**config.mk**
```make
export PLATFORM = sky130hd
export DESIGN_NAME = sha_round_ctrl
export DESIGN_NICKNAME = d
export VERILOG_FILES = /design/src/rtl/sha_round_ctrl.sv
export SDC_FILE = /design/constraint.sdc
export NUM_CORES = 1
export LEC_CHECK = 0
export ABC_AREA = 1
export CAP_MARGIN = 10
export CELL_PAD_IN_SITES_DETAIL_PLACEMENT = 0
export CELL_PAD_IN_SITES_GLOBAL_PLACEMENT = 1
export CORE_MARGIN = 4
export CORE_UTILIZATION = 40
export DETAILED_ROUTE_END_ITERATION = 16
export GPL_TIMING_DRIVEN = 0
export PLACE_DENSITY = 0.83
export REMOVE_ABC_BUFFERS = 1
export SLEW_MARGIN = 10
export SYNTH_ARGS = -nofsm -noshare
export SYNTH_HDL_FRONTEND = slang
export SYNTH_SLANG_ARGS = --single-unit
```
**constraint.sdc**
```tcl
create_clock -name clk -period 2.55 [get_ports clk]
set_clock_uncertainty 0.2 [all_clocks]
set_input_delay 0.255 -clock clk [delete_from_list [all_inputs] [get_ports clk]]
set_output_delay 0.255 -clock clk [all_outputs]
set_load 0.005 [all_outputs]
```
**src/rtl/sha_round_ctrl.sv**
```systemverilog
// Sequencing FSM for the SHA compression datapath: job start, block intake, round control, digest handoff.
// Latency: block accept to final_add is 65 cycles (SHA-256) / 81 cycles (SHA-512); pulses are registered.
// Backpressure: holds in WAIT_BLK until blk_valid and in DONE until digest_ready; abort overrides everything.
module sha_round_ctrl #(
    parameter int unsigned BLK_CNT_W = 16
) (
    input  logic                 clk,
    input  logic                 rst_n,
    input  logic                 start,
    input  logic                 mode,
    input  logic                 abort,
    input  logic                 blk_valid,
    input  logic                 blk_last,
    output logic                 blk_ready,
    input  logic                 round_last,
    output logic                 rnd_init,
    output logic                 rnd_mode,
    output logic                 round_en,
    output logic                 load_w,
    output logic                 hash_init,
    output logic                 final_add,
    output logic                 digest_valid,
    input  logic                 digest_ready,
    output logic                 ready,
    output logic                 err,
    output logic [BLK_CNT_W-1:0] blk_cnt
);

    localparam logic [2:0] S_IDLE     = 3'd0;
    localparam logic [2:0] S_WAIT_BLK = 3'd1;
    localparam logic [2:0] S_ROUND    = 3'd2;
    localparam logic [2:0] S_FINAL    = 3'd3;
    localparam logic [2:0] S_ADD      = 3'd4;
    localparam logic [2:0] S_DONE     = 3'd5;
    localparam logic [2:0] S_ERR      = 3'd6;

    logic [2:0] state;
    logic [2:0] state_nxt;
    logic       mode_q;
    logic       last_q;
    logic [6:0] wd;
    logic [6:0] wd_limit;
    logic       job_start;

    // Watchdog trips on the last cycle the counter could legally still reach round_last.
    assign wd_limit  = mode_q ? 7'd79 : 7'd63;
    assign job_start = (state == S_IDLE) && (state_nxt == S_WAIT_BLK);

    always_comb begin
        state_nxt = state;
        if (abort) begin
            state_nxt = S_IDLE;
        end else begin
            case (state)
                S_IDLE:     if (start) state_nxt = S_WAIT_BLK;
                S_WAIT_BLK: if (blk_valid) state_nxt = S_ROUND;
                S_ROUND: begin
                    if (round_last)           state_nxt = S_FINAL;
                    else if (wd == wd_limit)  state_nxt = S_ERR;
                end
                S_FINAL:    state_nxt = S_ADD;
                S_ADD:      state_nxt = last_q ? S_DONE : S_WAIT_BLK;
                S_DONE:     if (digest_ready) state_nxt = S_IDLE;
                S_ERR:      state_nxt = S_IDLE;
                default:    state_nxt = S_IDLE;
            endcase
        end
    end

    always_ff @(posedge clk or negedge rst_n) begin
        if (!rst_n) begin
            state     <= S_IDLE;
            mode_q    <= 1'b0;
            last_q    <= 1'b0;
            wd        <= 7'd0;
            hash_init <= 1'b0;
            load_w    <= 1'b0;
            final_add <= 1'b0;
            err       <= 1'b0;
            blk_cnt   <= '0;
        end else begin
            state     <= state_nxt;
            // Pulses key off the taken transition, so an abort suppresses them automatically.
            hash_init <= job_start;
            load_w    <= (state == S_WAIT_BLK) && (state_nxt == S_ROUND);
            final_add <= (state == S_FINAL) && (state_nxt == S_ADD);
            wd        <= (state == S_ROUND) ? wd + 7'd1 : 7'd0;
            if (job_start) begin
                mode_q  <= mode;
                blk_cnt <= '0;
            end
            if ((state == S_WAIT_BLK) && (state_nxt == S_ROUND))
                last_q <= blk_last;
            if ((state == S_ADD) && !abort && (blk_cnt != '1))
                blk_cnt <= blk_cnt + 1'b1;
            if (state_nxt == S_ERR)
                err <= 1'b1;
            else if (job_start)
                err <= 1'b0;
        end
    end

    assign ready        = (state == S_IDLE);
    assign blk_ready    = (state == S_WAIT_BLK);
    assign round_en     = (state == S_ROUND) || (state == S_FINAL);
    assign rnd_init     = !round_en;
    assign digest_valid = (state == S_DONE);
    assign rnd_mode     = mode_q;

endmodule
```
==> summary.md <==
| Metric | Value |
|---|---|
| Outcome | `completed` |
| Seq/Total Area, Yosys | `0.434` |
| Vias | `1707` |
| Hold depth | `1` |
| Max Freq | `450 MHz` |
| Worst skew pair latency | `~0.28 ns` |
| Tcrit/Tclk final | `0.872` |
| Nets@finish | `approximately 300` |
| Max Root-Sink Buffers | `2` |
| EDFF count, synth | `0` |
| Crit end category | `output pin` |
| Die area | `around 5800 µm²` |
| Largest net degree at the start of global routing | `33` |
| Avg WL per Cell | `12.4 µm` |
| Mapped Area | `1840 µm²` |
| Critical path peak fanout | `7` |
| Starting Density | `0.418` |
| TNS Setup | `0 ns` |
| Ys flop type | `dfrtp_1` |
| Total track usage | `0.156` |
| Post-DP HPWL | `3030 µm` |
| Die H | `75.9 µm` |
| Core Region | `4410 µm²` |
| Max_slew headroom | `0.512` |
| Reg clk slew, reported paths | `about 0.07 ns` |
| PD cells | `roughly 490 nW/µm²` |
| CP startpoint kind | `flip-flop` |
| Gpl congestion | `0.874` |
| Fraction of layout cells with a size suffix above 1 | `0.0660` |
| Yosys warns | `0` |
| Commonest non-fill, non-tap cell in the layout | `nand2_1` |
| Die X | `75.9 µm` |
| First-pass GRT wire length | `6800 µm` |
| H-tree level count | `2` |
| Post-Route WL | `4220 µm` |
| I/O pins | `35` |
| CTS root buf | `clkbuf_8` |
| Total Power | `1.13 mW` |
| P&R area growth vs syn | `26.5%` |
| WHS | `between 0.2 and 0.3 ns` |
| Synth cell types | `26` |
| Grt total ovfl | `0` |
| Initial DRC count | `77` |
| Initial antenna violation count | `0` |
| Fin. max-slew vios | `0` |
| Postcts setup bufs | `0` |
| Area leader, netlist | `dfrtp_1` |
| Critical path class | `flip-flop to output pin` |
| Final hold viol count | `0` |
| Row cnt | `24` |
| CTS Buf Count | `5` |
| Register bit total from synthesis | `32` |
| R2r worst-path depth | `8` |
| Synth top area share | `0.434` |
| DR pass1 iterations | `4` |
| Minimum clock period | `roughly 2.2 ns` |
| Leakage power | `1.15 nW` |
| # clock sinks | `32` |
| HP Class | `flip-flop to flip-flop` |
| Antenna diodes | `0` |
| RSZ-0062 raised after global routing | `false` |
| Peak supply drop | `0.294 mV` |
| Filler Cell Count | `between 400 and 500` |
| Final Setup Violations | `0` |
| Post-synthesis area per instance | `7.43 µm²` |
| Number of max-cap violations | `0` |
| Ys async rst share | `1.00` |
| Vias in the first global route | `~1500` |
| CTS tree | `done` |
| Worst Tran Pin Value | `roughly 0.73 ns` |
| Via-to-Cell Ratio | `5.02` |
| Number of port buffers | `34` |
| Critical Path AT | `1.77 ns` |
| Top cells by area, synth | `dfrtp_1 (43%), nand2_1 (13%), nand3_1 (12%)` |
| Post-route DRC | `0` |
| Syn Inst Count | `around 250` |
| Final antenna-violating net count | `0` |
| Required @ worst endpoint | `between 2 and 2.5 ns` |
| Most frequent cells in the layout | `nand2_1 (64), nand3_1 (43), inv_1 (36)` |
synth_stat cells, types with 2 or more instances:
cell type	number
nand2_1	64
nand3_1	43
inv_1	36
dfrtp_1	32
nor2_1	23
a21oi_1	8
o21ai_0	8
nand4_1	6
nor3_1	5
o21bai_1	3
buf_6	2
ha_1	2
nand2_2	2
nor2_4	2
state kept, by name, summed over array words and instances, names as in the netlist:
signal     cells
load_w         1
last_q         1
wd             7
rnd_mode       1
state          3
hash_init      1
err            1
blk_cnt       16
final_add      1
worst max-delay path, stage by stage (launching register included):
cell             delay [ns]
dfrtp_1                0.46
nor3_1                 0.44
clkdlybuf4s50_1        0.60
stage by stage:
stage                util  cells  area, µm²  setup slack, ns
finish              0.528    340       2330            0.327
global route        0.528    340       2330            0.208
CTS                 0.528    340       2330            0.296
detailed placement  0.501    331       2210            0.590
global placement    0.503    331       2220            0.347
floorplan               -    245       1810            0.831
power by group:
group | switching, mW | leakage [nW] | internal, mW
sequential | 0.0153 | 0.443 | 0.524
clock | 0.186 | 0.0552 | 0.290
combinational | 0.0636 | 0.647 | 0.0542
total | 0.265 | 1.15 | 0.868
cell type report:
| cell class | count | area (µm²) | area share |
|---|---|---|---|
| clock buffers | 6 | 72.6 | 0.0311 |
| clock inverters | 2 | 35.0 | 0.0150 |
| inverters | 36 | 135 | 0.0580 |
| multi-input cells | 177 | 877 | 0.376 |
| flip-flops and latches | 32 | 801 | 0.344 |
| well taps | 52 | 65.1 | 0.0279 |
| repair buffers | 35 | 345 | 0.148 |
timing repair:
item,4_1_cts,5_1_grt
hold endpoints to repair,32,0
hold buffers,1,0
gates resized for setup,0,0
kinds of logic (layout without fill, tap and decap cells):
kind of cell / after synthesis / in the layout / synth area share
fa+ha+maj: 2 / 2 / 0.0136
flops: 32 / 32 / 0.434
simple gates: 152 / 152 / 0.386
buf+inv: 39 / 79 / 0.0896
compound gates: 23 / 23 / 0.0760
routing by layer:
layer,routed length (µm),share of wire,track usage
met1,2140,0.51,0.215
met2,1840,0.44,0.230
met3,194,0.046,0.0435
met4,53,0.013,0.0641
met5,0,0,0
final timing paths:
kind / from / to / slack, ns
max: state[1] / ready / 0.33
min: wd[0] / wd[0] / 0.27
max reg2reg: blk_cnt[0] / blk_cnt[14] / 0.56
min reg2reg: wd[0] / wd[0] / 0.27
max in group asynchronous: rst_n / blk_cnt[3] / 1.31
min in group asynchronous: rst_n / wd[6] / 0.37
Note: power is estimated with default switching activity, not from simulation.
